<file path="src/rtl/pin_integrator_if.sv">
// Bus bundle between the collision stage and pin_integrator: rack load,
// per-tick velocities in, positions and damped velocities out.
interface pin_integrator_if;
  logic              load_in;
  logic [9:0][10:0]  pins_x_init;
  logic [9:0][9:0]   pins_y_init;
  logic              valid_in;
  logic [9:0][15:0]  pins_vx_in;
  logic [9:0][15:0]  pins_vy_in;
  logic [9:0][10:0]  pins_x;
  logic [9:0][9:0]   pins_y;
  logic [9:0][15:0]  pins_vx_out;
  logic [9:0][15:0]  pins_vy_out;
  logic [9:0]        pins_down;
  logic              busy;
  logic              done;

  modport master (
    output load_in, pins_x_init, pins_y_init, valid_in, pins_vx_in, pins_vy_in,
    input  pins_x, pins_y, pins_vx_out, pins_vy_out, pins_down, busy, done
  );

  modport slave (
    input  load_in, pins_x_init, pins_y_init, valid_in, pins_vx_in, pins_vy_in,
    output pins_x, pins_y, pins_vx_out, pins_vy_out, pins_down, busy, done
  );
endinterface

</file>
<file path="src/rtl/pin_integrator.sv">
// Per-tick motion stage for ten pins: integrates fixed-point positions one pin
// per cycle, applies rolling friction and retires pins that leave the lane.
module pin_integrator #(
  parameter int FRAC_BITS      = 4,
  parameter int FRICTION_SHIFT = 5,
  parameter int STOP_THRESH    = 2,
  parameter int SCREEN_WIDTH   = 1024,
  parameter int SCREEN_HEIGHT  = 768
) (
  input logic             clk_in,
  input logic             rst_in,
  pin_integrator_if.slave bus
);

  localparam int NUM_PINS = 10;
  localparam int X_W      = 11 + FRAC_BITS;
  localparam int Y_W      = 10 + FRAC_BITS;
  localparam int SUM_W    = 18;
  localparam int V_W      = 16;
  localparam int VM_W     = V_W + 1;

  localparam logic signed [SUM_W-1:0] X_LIM    = SUM_W'(SCREEN_WIDTH << FRAC_BITS);
  localparam logic signed [SUM_W-1:0] Y_LIM    = SUM_W'(SCREEN_HEIGHT << FRAC_BITS);
  localparam logic [X_W-1:0]          X_OFF    = X_W'(SCREEN_WIDTH << FRAC_BITS);
  localparam logic signed [VM_W-1:0]  STOP_MAG = VM_W'(STOP_THRESH);

  typedef enum logic [1:0] {
    S_IDLE   = 2'd0,
    S_UPDATE = 2'd1,
    S_DONE   = 2'd2
  } state_t;

  state_t                state_r;
  logic [3:0]            idx_r;
  logic                  busy_r;
  logic                  done_r;
  logic [NUM_PINS-1:0]   down_r;
  logic [X_W-1:0]        x_q_r      [NUM_PINS];
  logic [Y_W-1:0]        y_q_r      [NUM_PINS];
  logic [V_W-1:0]        vx_lat_r   [NUM_PINS];
  logic [V_W-1:0]        vy_lat_r   [NUM_PINS];
  logic [V_W-1:0]        vx_out_r   [NUM_PINS];
  logic [V_W-1:0]        vy_out_r   [NUM_PINS];

  logic [V_W-1:0]          cur_vx_s;
  logic [V_W-1:0]          cur_vy_s;
  logic signed [SUM_W-1:0] nx_s;
  logic signed [SUM_W-1:0] ny_s;
  logic                    off_s;
  logic [V_W-1:0]          dvx_s;
  logic [V_W-1:0]          dvy_s;

  // Friction: subtract v>>>FRICTION_SHIFT, but snap slow pins to rest so they
  // never creep forever on the truncation residue.
  function automatic logic [V_W-1:0] damp(input logic [V_W-1:0] v);
    logic signed [V_W-1:0]  vs;
    logic signed [VM_W-1:0] mag;
    logic [V_W-1:0]         res;
    vs  = v;
    mag = vs[V_W-1] ? -$signed({vs[V_W-1], vs}) : $signed({vs[V_W-1], vs});
    if (mag <= STOP_MAG) begin
      res = {V_W{1'b0}};
    end else begin
      res = vs - (vs >>> FRICTION_SHIFT);
    end
    return res;
  endfunction

  // Next position / velocity of the pin currently addressed by idx_r.
  always_comb begin
    cur_vx_s = vx_lat_r[idx_r];
    cur_vy_s = vy_lat_r[idx_r];
    nx_s  = $signed({{(SUM_W-X_W){1'b0}}, x_q_r[idx_r]})
          + $signed({{(SUM_W-V_W){cur_vx_s[V_W-1]}}, cur_vx_s});
    ny_s  = $signed({{(SUM_W-Y_W){1'b0}}, y_q_r[idx_r]})
          + $signed({{(SUM_W-V_W){cur_vy_s[V_W-1]}}, cur_vy_s});
    off_s = nx_s[SUM_W-1] | ny_s[SUM_W-1] | (nx_s >= X_LIM) | (ny_s >= Y_LIM);
    dvx_s = damp(cur_vx_s);
    dvy_s = damp(cur_vy_s);
  end

  // Control FSM and per-pin state; load overrides any update in flight.
  always_ff @(posedge clk_in) begin
    if (rst_in) begin
      state_r <= S_IDLE;
      idx_r   <= 4'd0;
      busy_r  <= 1'b0;
      done_r  <= 1'b0;
      down_r  <= {NUM_PINS{1'b1}};
      for (int i = 0; i < NUM_PINS; i++) begin
        x_q_r[i]    <= X_OFF;
        y_q_r[i]    <= {Y_W{1'b0}};
        vx_lat_r[i] <= {V_W{1'b0}};
        vy_lat_r[i] <= {V_W{1'b0}};
        vx_out_r[i] <= {V_W{1'b0}};
        vy_out_r[i] <= {V_W{1'b0}};
      end
    end else if (bus.load_in) begin
      state_r <= S_IDLE;
      idx_r   <= 4'd0;
      busy_r  <= 1'b0;
      done_r  <= 1'b0;
      down_r  <= {NUM_PINS{1'b0}};
      for (int i = 0; i < NUM_PINS; i++) begin
        x_q_r[i]    <= {bus.pins_x_init[i], {FRAC_BITS{1'b0}}};
        y_q_r[i]    <= {bus.pins_y_init[i], {FRAC_BITS{1'b0}}};
        vx_lat_r[i] <= {V_W{1'b0}};
        vy_lat_r[i] <= {V_W{1'b0}};
        vx_out_r[i] <= {V_W{1'b0}};
        vy_out_r[i] <= {V_W{1'b0}};
      end
    end else begin
      case (state_r)
        S_IDLE, S_DONE: begin
          done_r <= 1'b0;
          if (bus.valid_in) begin
            for (int i = 0; i < NUM_PINS; i++) begin
              vx_lat_r[i] <= bus.pins_vx_in[i];
              vy_lat_r[i] <= bus.pins_vy_in[i];
            end
            idx_r   <= 4'd0;
            busy_r  <= 1'b1;
            state_r <= S_UPDATE;
          end else begin
            busy_r  <= 1'b0;
            state_r <= S_IDLE;
          end
        end
        S_UPDATE: begin
          if (!down_r[idx_r]) begin
            if (off_s) begin
              down_r[idx_r]   <= 1'b1;
              x_q_r[idx_r]    <= X_OFF;
              y_q_r[idx_r]    <= {Y_W{1'b0}};
              vx_out_r[idx_r] <= {V_W{1'b0}};
              vy_out_r[idx_r] <= {V_W{1'b0}};
            end else begin
              x_q_r[idx_r]    <= nx_s[X_W-1:0];
              y_q_r[idx_r]    <= ny_s[Y_W-1:0];
              vx_out_r[idx_r] <= dvx_s;
              vy_out_r[idx_r] <= dvy_s;
            end
          end else begin
            down_r[idx_r] <= 1'b1;
          end
          if (idx_r == 4'd9) begin
            idx_r   <= 4'd0;
            busy_r  <= 1'b0;
            done_r  <= 1'b1;
            state_r <= S_DONE;
          end else begin
            idx_r   <= idx_r + 4'd1;
          end
        end
        default: begin
          idx_r   <= 4'd0;
          busy_r  <= 1'b0;
          done_r  <= 1'b0;
          state_r <= S_IDLE;
        end
      endcase
    end
  end

  // Outputs are straight views of registered state.
  always_comb begin
    for (int i = 0; i < NUM_PINS; i++) begin
      bus.pins_x[i]      = x_q_r[i][X_W-1:FRAC_BITS];
      bus.pins_y[i]      = y_q_r[i][Y_W-1:FRAC_BITS];
      bus.pins_vx_out[i] = vx_out_r[i];
      bus.pins_vy_out[i] = vy_out_r[i];
    end
    bus.pins_down = down_r;
    bus.busy      = busy_r;
    bus.done      = done_r;
  end

endmodule

</file>
<file path="src/flat_wrapper.sv">
// flat-port wrapper written by rule: the top's interface ports become plain ports
module pin_integrator_flat 
#(
  parameter int FRAC_BITS      = 4,
  parameter int FRICTION_SHIFT = 5,
  parameter int STOP_THRESH    = 2,
  parameter int SCREEN_WIDTH   = 1024,
  parameter int SCREEN_HEIGHT  = 768
)
  (clk_in, rst_in, bus_load_in, bus_pins_x_init, bus_pins_y_init, bus_valid_in, bus_pins_vx_in, bus_pins_vy_in, bus_pins_x, bus_pins_y, bus_pins_vx_out, bus_pins_vy_out, bus_pins_down, bus_busy, bus_done);
  pin_integrator_if bus_i ();
  input logic clk_in;
  input logic rst_in;
  input wire logic [$bits(bus_i.load_in)-1:0] bus_load_in;
  input wire logic [$bits(bus_i.pins_x_init)-1:0] bus_pins_x_init;
  input wire logic [$bits(bus_i.pins_y_init)-1:0] bus_pins_y_init;
  input wire logic [$bits(bus_i.valid_in)-1:0] bus_valid_in;
  input wire logic [$bits(bus_i.pins_vx_in)-1:0] bus_pins_vx_in;
  input wire logic [$bits(bus_i.pins_vy_in)-1:0] bus_pins_vy_in;
  output wire logic [$bits(bus_i.pins_x)-1:0] bus_pins_x;
  output wire logic [$bits(bus_i.pins_y)-1:0] bus_pins_y;
  output wire logic [$bits(bus_i.pins_vx_out)-1:0] bus_pins_vx_out;
  output wire logic [$bits(bus_i.pins_vy_out)-1:0] bus_pins_vy_out;
  output wire logic [$bits(bus_i.pins_down)-1:0] bus_pins_down;
  output wire logic [$bits(bus_i.busy)-1:0] bus_busy;
  output wire logic [$bits(bus_i.done)-1:0] bus_done;
  assign bus_i.load_in = bus_load_in;
  assign bus_i.pins_x_init = bus_pins_x_init;
  assign bus_i.pins_y_init = bus_pins_y_init;
  assign bus_i.valid_in = bus_valid_in;
  assign bus_i.pins_vx_in = bus_pins_vx_in;
  assign bus_i.pins_vy_in = bus_pins_vy_in;
  assign bus_pins_x = bus_i.pins_x;
  assign bus_pins_y = bus_i.pins_y;
  assign bus_pins_vx_out = bus_i.pins_vx_out;
  assign bus_pins_vy_out = bus_i.pins_vy_out;
  assign bus_pins_down = bus_i.pins_down;
  assign bus_busy = bus_i.busy;
  assign bus_done = bus_i.done;
  pin_integrator #(.FRAC_BITS(FRAC_BITS), .FRICTION_SHIFT(FRICTION_SHIFT), .STOP_THRESH(STOP_THRESH), .SCREEN_WIDTH(SCREEN_WIDTH), .SCREEN_HEIGHT(SCREEN_HEIGHT)) u_core (.clk_in(clk_in), .rst_in(rst_in), .bus(bus_i));
endmodule
</file>
<file path="config.mk">
export PLATFORM = sky130hd
export DESIGN_NAME = pin_integrator_flat
export DESIGN_NICKNAME = d
export VERILOG_FILES = /design/src/rtl/pin_integrator_if.sv /design/src/rtl/pin_integrator.sv /design/src/flat_wrapper.sv
export SDC_FILE = /design/constraint.sdc
export NUM_CORES = 2
export LEC_CHECK = 0
export ABC_AREA = 1
export ABC_CLOCK_PERIOD_IN_PS = 17000
export CORE_AREA = 2 2 413 415
export CTS_CLUSTER_DIAMETER = 200
export DETAILED_ROUTE_END_ITERATION = 8
export DIE_AREA = 0 0 415 417
export PLACE_DENSITY = 0.57
export REMOVE_ABC_BUFFERS = 1
export SETUP_SLACK_MARGIN = 0.5
export SYNTH_ARGS = -nofsm -noshare
export SYNTH_HDL_FRONTEND = slang
export SYNTH_SLANG_ARGS = --single-unit
export TNS_END_PERCENT = 30
</file>
<file path="constraint.sdc">
create_clock -name clk_in -period 17 [get_ports clk_in]
set_clock_uncertainty 0.1 [all_clocks]
set_input_delay 3.4 -clock clk_in [delete_from_list [all_inputs] [get_ports clk_in]]
set_output_delay 3.4 -clock clk_in [all_outputs]
set_load 0.02 [all_outputs]
</file>
==> flow_summary.toml <==
[setup_path]
critPathLaunchType = "flip-flop"
crit_path_end_kind = "flip-flop"
cpMaxStageDelayCell = "inv_2"
crit_fanout = 142
crit_buf_inv = 6
required_ns = 17.53
cp_common_cell = "nand2_1"
crit_type = "flip-flop to flip-flop"
slowest_delay_ns = 0.74
cpLargestDelayFamily = "buffers and inverters"
reg2reg_depth = 23
crit_cells = 23
crit_chain = "clkinv_8 -> buf_4 -> buf_4 -> buf_4 -> o21ai_0 -> o221ai_1 -> o211ai_1 -> nand2_1 -> ha_1 -> a21o_1 -> a21oi_1 -> o21ai_0 -> nand2_1 -> nand2_1 -> nand2_1 -> nand2_1 -> nor2_1 -> nand2_1 -> nor2_4 -> nand3_4 -> inv_2 -> nand2_1 -> inv_1"
arrival_ns = 8.96

[global_route]
grt_use_total_pct = 25.2
grt_max_degree = 171
grt_pass1_vias = 42200
grt_pass1_wl_microns = 315000
grt-ovfl-total = 0
antenna_found_initial = 29

[routing]
via_per_inst = 5.15
wirelength_microns = 226000
drt-wirelength-per-cell_microns = 26.6
drt_iter0_drc = 5090
drt-pass1-iter-count = 6
wl_met1_microns = 90200
highest_layer = "met5"
dr_wl_met2_microns = 109000
antenna_left = 0
drcViolationCount = 0
dr_wl_met3_microns = 17500
num_vias = 43700

[run_status]
outcome = "completed"

[power]
p_leak_nw = 27.3
p_clk_share_pct = 39.1
ir_worst_vdd_v = 0.0000800
seq_power_share_pct = 47.6
p_comb_share_pct = 13.3
switching_share_pct = 26.7
switchingPower_mw = 1.82
p_per_area_nw_per_um2 = 98.2
p_int_mw = 5.01

[floorplanning]
die_area_sq_um = 173000
core_area_sq_um = 169000
ios = 1076
rows = 151
dieWidth_microns = 415
die_h_microns = 417
start_util_pct = 32.2

[clocking]
post_cts_buffers = 0
ctsLongestPathBuffers = 3
cts_hold_buf = 0
cts.sinks = 1125
cts_root_buffer = "clkbuf_16"
path_clk_slew_ns = 0.06
cts_tree = "done"
cts_resized = 0
cts_inserted_buffers = 121
insertion_delay_ns = 0.82
ctsHtreeMaxLevel = 3

[synthesis]
yosysMostFrequentCell = "nor2_1"
netlist_area_sq_um = 54300
synth_top_area_share_pct = 61.1
yosysUniqueCellTypes = 51
synth_edf_count = 1104
synthTopCellsByCount = "nor2_1, edfxtp_1, nand2_1, inv_1, o21ai_0"
synth_ff_type = "edfxtp_1"
yosysWarnings = 0
yosys.area.top_type = "edfxtp_1"
syn_inst = 5425
synth.area.top_cells = "edfxtp_1, nor2_1, nand2_1, inv_1, o21ai_0"
syn_avg_cell_area_sq_um = 10.0
synth_seq_cells = 1125
synth-seq-area-share_pct = 61.8
synthArstFlopShare_pct = 0

[timing]
rsz0062_at_grt = "false"
max_freq_mhz = 119
max_slew_margin_pct = 20.6
hold_slack_ns = 0.399
finalHoldViolCount = 0
setup_viol = 0
min_period_over_period_pct = 49.6
finalSetupTns_ns = 0
fin_crit_ns = 8.43
drv_slew = 0
tightest_slew_ns = 1.16

[finish]
area_delta_synth_final_pct = 28.1
fin_nets = 6760
fillers = 16300
layout-drive-gt1-share_pct = 6.52

[worst_hold_path]
hp-class = "flip-flop to flip-flop"
whs_path_depth = 2

[placed_design]
post-dp-hpwl_microns = 156000
place_congestion = 0.929
portBuffers = 1075

[run]
cap_violations = 0
metal layers:
| metal | GRT usage, % | up-vias |
|---|---|---|
| li1 | - | 19500 |
| met1 | 32.7 | 21500 |
| met2 | 41.8 | 2304 |
| met3 | 4.02 | 412 |
| met4 | 10.8 | 16 |
| met5 | 0 | - |
state kept, by name (all words and copies together), names as in the netlist, named ones only:
| name | count |
|---|---|
| u_core.vy_lat_r | 160 |
| u_core.vy_out_r | 160 |
| u_core.idx_r | 4 |
| u_core.state_r | 2 |
| u_core.x_q_r | 240 |
| u_core.bus.pins_down | 10 |
| u_core.y_q_r | 224 |
| u_core.bus.done | 1 |
| u_core.vx_out_r | 160 |
| u_core.vx_lat_r | 160 |
stage by stage:
stage               utilization [%]  power, mW  instances  instance area [sq um]  worst slack (ns)
finish                         41.3       6.83       8496                  69500              8.57
global route                   41.3       7.03       8492                  69500              8.18
CTS                            41.2       6.86       8479                  69500              8.85
detailed placement             38.9       4.21       8252                  65600              8.43
global placement               38.9       4.22       8252                  65600              8.53
floorplan                         -       3.74       4897                  51300             -5.25
area by class of cell:
cell class,count,area (sq um),share of cell area (%)
clock buffer,142,3110,4.47
tap,2218,2780,3.99
sequential,1125,33600,48.3
inverter,568,2160,3.11
clock inverter,85,827,1.19
antenna,17,42.5,0.0612
multi-input combinational,3204,15800,22.7
timing repair buffer,1137,11300,16.2
worst paths after layout:
kind,from,end,slack (ns)
setup / recovery,flip-flop,u_core.y_q_r[10][13],8.57
hold / removal,u_core.bus.pins_down[8],u_core.bus.pins_down[8],0.40
setup reg to reg,flip-flop,u_core.y_q_r[10][13],8.57
hold reg to reg,u_core.bus.pins_down[8],u_core.bus.pins_down[8],0.40
worst reg2reg max path: cells and delay by family, from the launching register on:
family | cells | cell delay [ns]
DFF | 1 | 0.56
AOI/OAI and AO/OA | 6 | 1.12
and+or+nand+nor | 10 | 2.40
adders and majority gates | 1 | 0.35
buffers and inverters | 6 | 3.74
cell usage in the layout, fill, tap and decap left out, drive strengths merged, types with 62 or more instances in the layout:
master | Yosys | final
nor2 | 1224 | 1224
clkbuf | 233 | 142
nand2 | 642 | 642
o21ai | 416 | 416
nand3 | 236 | 236
clkdlybuf4s50 | 0 | 1075
o221ai | 83 | 83
buf | 295 | 62
inv | 561 | 567
edfxtp | 1104 | 1104
a21oi | 314 | 314
ha | 65 | 65
clkinv | 7 | 70
power by group through the flow:
stage               logic, mW  clock network (mW)  registers, mW
floorplan               0.347                   0           3.39
global placement        0.907                   0           3.31
detailed placement      0.907                   0           3.31
CTS                     0.912                2.69           3.25
global route            0.971                2.80           3.26
finish                  0.910                2.67           3.25
logic make-up after synthesis:
family,Yosys count,synth area share (%)
xor+xnor,46,0.742
simple gates,2145,16.5
compound gates,944,9.80
buf+inv,1096,9.46
flops,1125,61.8
fa+ha+maj,69,1.65
Note: power is estimated with default switching activity, not from simulation.
